===== config.mk =====
export PLATFORM = sky130hd
export DESIGN_NAME = capture_scheduler_flat
export DESIGN_NICKNAME = d
export VERILOG_FILES = /design/src/rtl/capture_if.sv /design/src/rtl/capture_scheduler.sv /design/src/flat_wrapper.sv
export SDC_FILE = /design/constraint.sdc
export NUM_CORES = 1
export LEC_CHECK = 0
export CORE_ASPECT_RATIO = 0.6
export CORE_MARGIN = 2
export CORE_UTILIZATION = 49
export DETAILED_ROUTE_END_ITERATION = 8
export PLACE_DENSITY = 0.76
export SLEW_MARGIN = 40
export SYNTH_ARGS = -nofsm -noshare
export SYNTH_HDL_FRONTEND = slang
export SYNTH_SLANG_ARGS = --single-unit

===== constraint.sdc =====
create_clock -name clk -period 3.2 [get_ports clk]
set_input_delay 0.32 -clock clk [delete_from_list [all_inputs] [get_ports clk]]
set_output_delay 0.32 -clock clk [all_outputs]
set_load 0.02 [all_outputs]

===== src/rtl/capture_if.sv =====
// Capture record stream: one timestamped edge per transfer, valid/ready handshake.
// With CAPTURE_SCHED_DELTA_EN defined the record also carries cap_delta.
interface capture_if #(
  parameter int unsigned TIMER_WIDTH = 24,
  parameter int unsigned CHAN_WIDTH  = 2
);
  logic                   cap_valid;
  logic                   cap_ready;
  logic [CHAN_WIDTH-1:0]  cap_chan;
  logic                   cap_edge;
  logic [TIMER_WIDTH-1:0] cap_time;
`ifdef CAPTURE_SCHED_DELTA_EN
  logic [TIMER_WIDTH-1:0] cap_delta;
`endif

`ifdef CAPTURE_SCHED_DELTA_EN
  modport master (output cap_valid, cap_chan, cap_edge, cap_time, cap_delta, input cap_ready);
  modport slave  (input cap_valid, cap_chan, cap_edge, cap_time, cap_delta, output cap_ready);
`else
  modport master (output cap_valid, cap_chan, cap_edge, cap_time, input cap_ready);
  modport slave  (input cap_valid, cap_chan, cap_edge, cap_time, output cap_ready);
`endif
endinterface


===== src/rtl/capture_scheduler.sv =====
// capture_scheduler: timestamps qualified rise/fall pulses per channel into a
// one-deep slot, then round-robin drains the slots into a registered
// valid/ready record stream. Lost events set a sticky per-channel ovf flag.
// Optional macro CAPTURE_SCHED_DELTA_EN adds cap_delta (time since the last
// delivered record of the same channel and edge polarity).
module capture_scheduler #(
  parameter int unsigned CHANNELS    = 4,
  parameter int unsigned TIMER_WIDTH = 24,
  parameter int unsigned CHAN_WIDTH  = 2
) (
  input  logic                   clk,
  input  logic                   rst,
  input  logic                   ena,
  input  logic [TIMER_WIDTH-1:0] timer,
  input  logic [CHANNELS-1:0]    rise,
  input  logic [CHANNELS-1:0]    fall,
  input  logic [CHANNELS-1:0]    rise_en,
  input  logic [CHANNELS-1:0]    fall_en,
  input  logic [CHANNELS-1:0]    ovf_clr,
  capture_if.master              cap,
  output logic [CHANNELS-1:0]    pending,
  output logic [CHANNELS-1:0]    ovf
);

  logic [CHANNELS-1:0]    ev_r, ev_f, ev;
  logic [CHANNELS-1:0]    unload, slot_wr, ovf_set, pend_nxt, ovf_nxt;
  logic                   slot_edge [CHANNELS];
  logic [TIMER_WIDTH-1:0] slot_time [CHANNELS];
  logic [CHAN_WIDTH-1:0]  ptr, ptr_nxt, gidx, sidx;
  logic                   found, load_ok, do_load;

  // Qualify events and compute slot/overflow next state
  always_comb begin
    ev_r     = {CHANNELS{ena}} & rise & rise_en;
    ev_f     = {CHANNELS{ena}} & fall & fall_en;
    ev       = ev_r | ev_f;
    load_ok  = ~cap.cap_valid | cap.cap_ready;
    do_load  = load_ok & found;
    unload   = do_load ? (CHANNELS'(1) << gidx) : '0;
    // A slot being drained this cycle can take a new event without loss
    slot_wr  = ev & (~pending | unload);
    ovf_set  = (ev_r & ev_f) | (ev & pending & ~unload);
    pend_nxt = slot_wr | (pending & ~unload);
    ovf_nxt  = ovf_set | (ovf & ~ovf_clr);
  end

  // Round-robin search starting at ptr
  always_comb begin
    found = 1'b0;
    gidx  = '0;
    sidx  = '0;
    for (int unsigned k = 0; k < CHANNELS; k++) begin
      sidx = CHAN_WIDTH'((32'(ptr) + k) % CHANNELS);
      if (!found && pending[sidx]) begin
        found = 1'b1;
        gidx  = sidx;
      end
    end
    ptr_nxt = (32'(gidx) == CHANNELS - 1) ? '0 : gidx + CHAN_WIDTH'(1);
  end

`ifdef CAPTURE_SCHED_DELTA_EN
  logic [TIMER_WIDTH-1:0] last_time [CHANNELS][2];
  logic [TIMER_WIDTH-1:0] prev_time;
  logic                   hs;

  // Previous timestamp for the granted slot, forwarding a same-cycle handshake
  always_comb begin
    hs        = cap.cap_valid & cap.cap_ready;
    prev_time = last_time[gidx][slot_edge[gidx]];
    if (hs && cap.cap_chan == gidx && cap.cap_edge == slot_edge[gidx])
      prev_time = cap.cap_time;
  end

  // Per-channel/per-edge history, updated on delivered records only
  always_ff @(posedge clk) begin
    if (rst) begin
      for (int i = 0; i < int'(CHANNELS); i++) begin
        last_time[i][0] <= '0;
        last_time[i][1] <= '0;
      end
    end else if (hs) begin
      last_time[cap.cap_chan][cap.cap_edge] <= cap.cap_time;
    end
  end
`endif

  // Slots, status flags, arbitration pointer and output record
  always_ff @(posedge clk) begin
    if (rst) begin
      pending       <= '0;
      ovf           <= '0;
      ptr           <= '0;
      cap.cap_valid <= 1'b0;
      cap.cap_chan  <= '0;
      cap.cap_edge  <= 1'b0;
      cap.cap_time  <= '0;
`ifdef CAPTURE_SCHED_DELTA_EN
      cap.cap_delta <= '0;
`endif
      for (int i = 0; i < int'(CHANNELS); i++) begin
        slot_edge[i] <= 1'b0;
        slot_time[i] <= '0;
      end
    end else begin
      pending <= pend_nxt;
      ovf     <= ovf_nxt;
      for (int i = 0; i < int'(CHANNELS); i++) begin
        if (slot_wr[i]) begin
          slot_edge[i] <= ev_r[i];
          slot_time[i] <= timer;
        end
      end
      if (do_load) begin
        cap.cap_valid <= 1'b1;
        cap.cap_chan  <= gidx;
        cap.cap_edge  <= slot_edge[gidx];
        cap.cap_time  <= slot_time[gidx];
`ifdef CAPTURE_SCHED_DELTA_EN
        cap.cap_delta <= slot_time[gidx] - prev_time;
`endif
        ptr           <= ptr_nxt;
      end else if (load_ok) begin
        cap.cap_valid <= 1'b0;
      end
    end
  end

endmodule


===== src/flat_wrapper.sv =====
// flat-port wrapper written by rule: the top's interface ports become plain ports
module capture_scheduler_flat 
#(
  parameter int unsigned CHANNELS    = 4,
  parameter int unsigned TIMER_WIDTH = 24,
  parameter int unsigned CHAN_WIDTH  = 2
)
  (clk, rst, ena, timer, rise, fall, rise_en, fall_en, ovf_clr, pending, ovf, cap_cap_valid, cap_cap_chan, cap_cap_edge, cap_cap_time, cap_cap_ready);
  capture_if #(.TIMER_WIDTH(TIMER_WIDTH), .CHAN_WIDTH(CHAN_WIDTH)) cap_i ();
  input  logic clk;
  input  logic rst;
  input  logic ena;
  input  logic [TIMER_WIDTH-1:0] timer;
  input  logic [CHANNELS-1:0] rise;
  input  logic [CHANNELS-1:0] fall;
  input  logic [CHANNELS-1:0] rise_en;
  input  logic [CHANNELS-1:0] fall_en;
  input  logic [CHANNELS-1:0] ovf_clr;
  output logic [CHANNELS-1:0] pending;
  output logic [CHANNELS-1:0] ovf;
  output wire logic [$bits(cap_i.cap_valid)-1:0] cap_cap_valid;
  output wire logic [$bits(cap_i.cap_chan)-1:0] cap_cap_chan;
  output wire logic [$bits(cap_i.cap_edge)-1:0] cap_cap_edge;
  output wire logic [$bits(cap_i.cap_time)-1:0] cap_cap_time;
  input wire logic [$bits(cap_i.cap_ready)-1:0] cap_cap_ready;
  assign cap_cap_valid = cap_i.cap_valid;
  assign cap_cap_chan = cap_i.cap_chan;
  assign cap_cap_edge = cap_i.cap_edge;
  assign cap_cap_time = cap_i.cap_time;
  assign cap_i.cap_ready = cap_cap_ready;
  capture_scheduler #(.CHANNELS(CHANNELS), .TIMER_WIDTH(TIMER_WIDTH), .CHAN_WIDTH(CHAN_WIDTH)) u_core (.clk(clk), .rst(rst), .ena(ena), .timer(timer), .rise(rise), .fall(fall), .rise_en(rise_en), .fall_en(fall_en), .ovf_clr(ovf_clr), .cap(cap_i), .pending(pending), .ovf(ovf));
endmodule

==> impl_metrics.yaml <==
yosys:
  async_reset_ff_frac: 0
  syn_nets: 515
  synth_area_per_cell_um2: 12.8
  synth_top_flop_cell: "edfxtp_1"
  yosys-top-cells-area: "edfxtp_1 (51%), dfxtp_1 (13%), and2_1 (10%)"
  yosysWarnings: 0
  yosysMostFrequentCell: "edfxtp_1"
  ys_types: 35
  synth_area_um2: 5940
  yosys.area.top_type_share: 0.506
  yosysSeqAreaShare: 0.634
  syn_inst: 463
  ys_top_cells_by_count: "edfxtp_1 (100), and2_1 (96), mux2i_1 (51)"
  yosys.area.top_type: "edfxtp_1"
  synth_edf_count: 100
  synth_seq_cells: 138
worst_setup_path:
  cp_num_buf_inv: 2
  worstSetupEndpointType: "flop"
  cpPeakStageDelay_ps: 510
  arrival_ps: 3040
  required_ps: 3370
  rrSetupSlack_ps: 320
  path_common_cell: "buf_4"
  critPathMaxFanout: 29
  worst-setup-path-type: "flop to flop"
  critPathLaunchType: "flop"
  path_delay_family: "simple AND/OR/NAND/NOR gates"
  path_cells: "nor2_1 > or4_4 > and2_4 > ha_1 > a21boi_0 > buf_4 > nor3_2 > buf_4 > and2_1"
  slowest_stage: "or4_4"
routing:
  vias_per_cell: 5.33
  dr.pass1.iters: 5
  final_antenna_net_count: 0
  wire_per_inst_um: 17.6
  drt_iter0_drc: 207
  postRouteWirelength_um: 12900
  vias: 3911
  drc: 0
flow_run:
  maxCapViolCount: 0
global_route:
  grt_usage: 0.209
  grt_pass1_vias: 3914
  grt_max_degree: 30
  overflow: 0
  antenna_found_initial: 0
  grt_pass1_wl_um: 20300
timing:
  finalHoldViolCount: 0
  drv_slew: 0
  period_share: 0.900
  final.setup.tns_ps: 0
  rsz0062_at_grt: "false"
  clock_skew_ps: 11.5
  setup_slack_ps: 321
  max_slew.worst_pin.slew_ps: 497
  max_freq_mhz: 347
  relSlewSlack: 0.669
  min_period_ps: 2880
  setup_violations: 0
  hold_ws_ps: 471
finish:
  instances_no_fill: 734
  multi_input_area_um2: 2010
  fillers: 924
  post-route-util: 0.632
  syn_to_final_growth_pct: 27.2
  fin_area_um2: 7550
  seqCellArea_um2: 3760
  antenna_cells: 0
  drive_gt1_frac: 0.111
  fin_nets: 608
clock_tree:
  cts_resized: 0
  cts_hold_buffers: 0
  postCtsSetupRepairBufs: 0
  clkTransAtPathRegs_ps: 60
  clock_latency_ps: 420
  cts.sinks: 138
  cts_made_buffers: 17
  clockRootBuffer: "clkbuf_16"
  cts_tree: "built"
  clockBufferDepth: 2
  h-tree-depth: 4
pwr:
  power.total_mw: 4.71
  p_leak_nw: 3.04
  power.density_nw_per_um2: 623
  vdd_drop_max_uv: 332
place:
  placedInstanceArea_um2: 6990
  dp.cells: 702
  gp_congestion: 0.845
  hpwl_um: 8020
  io_buffers: 83
  dp_slack_ps: 341
floorplanning:
  dieArea_um2: 13000
  die_x_um: 146
  die_h_um: 89.3
  core.rowCount: 31
  coreArea_um2: 11900
  initial_utilization: 0.497
  ios: 84
status:
  status: "finished, final reports clean"
hold_path:
  hp-class: "flop to flop"
## sequential cells by signal, summed over array words and instances, names as in the netlist
name                  count
u_core.cap.cap_chan       2
u_core.ovf                4
u_core.cap.cap_time      24
u_core.pending            4
u_core.slot_edge          4
u_core.cap.cap_edge       1
u_core.ptr                2
u_core.cap.cap_valid      1
u_core.slot_time         96
## logic make-up after synthesis
family / share of synthesized area
simple gates: 0.165
mux: 0.0860
buf+inv: 0.0331
compound gates: 0.0731
flops: 0.634
fa+ha+maj: 0.00843
## area by class of cell
| type | count | share of cell area |
|---|---|---|
| clock inverter | 15 | 0.0177 |
| timing repair buffer | 99 | 0.128 |
| multi-input combinational | 288 | 0.266 |
| tap | 165 | 0.0273 |
| clock buffer | 17 | 0.0563 |
| sequential | 138 | 0.499 |
| inverter | 12 | 0.00597 |
## worst register-to-register path: stages, from the launching register on
cell      delay (ps)
dfxtp_1          440
nor2_1           140
or4_4            510
and2_4           310
ha_1             250
a21boi_0         310
buf_4            210
nor3_2            40
buf_4            220
and2_1           200
## power by group
group	switching, mW	total, mW	internal, mW
Clock	0.804	1.82	1.02
Sequential	0.0672	2.14	2.08
Combinational	0.404	0.740	0.336
Total	1.28	4.71	3.43
## path summary, 6_finish.rpt
| check | start | to | cells after the start |
|---|---|---|---|
| min reg2reg | u_core.cap.cap_chan[0] | u_core.cap.cap_chan[0] | 2 |
| max | u_core.pending[1] | u_core.slot_time[0][5] | 9 |
| min | u_core.cap.cap_chan[0] | u_core.cap.cap_chan[0] | 2 |
| max reg2reg | u_core.pending[1] | u_core.slot_time[0][5] | 9 |
## cells in the final DEF, fill, tap and decap left out, drive strengths merged, types with 3 or more instances in the layout
| cell type | instances |
|---|---|
| ha | 4 |
| clkinvlp | 4 |
| nand3 | 5 |
| a22o | 4 |
| nor2b | 3 |
| o22ai | 4 |
| o221ai | 24 |
| a21oi | 9 |
| nor4 | 4 |
| nand2b | 4 |
| clkdlybuf4s50 | 83 |
| nor2 | 19 |
| and2 | 97 |
| clkinv | 5 |
| nand2 | 36 |
| buf | 16 |
| nor3 | 5 |
| clkbuf | 17 |
| mux2i | 51 |
| inv | 18 |
| dfxtp | 38 |
| edfxtp | 100 |
| o21bai | 4 |
| a21boi | 4 |
## routing by layer
layer / vias to the layer above / wire length, um / GRT usage
met2: 109 / 5930 / 0.339
met4: 0 / 68 / 0.0680
li1: 1873 / - / -
met5: - / 0 / 0
met3: 10 / 849 / 0.0495
met1: 1919 / 6070 / 0.284
(Power assumes the default switching activity.)
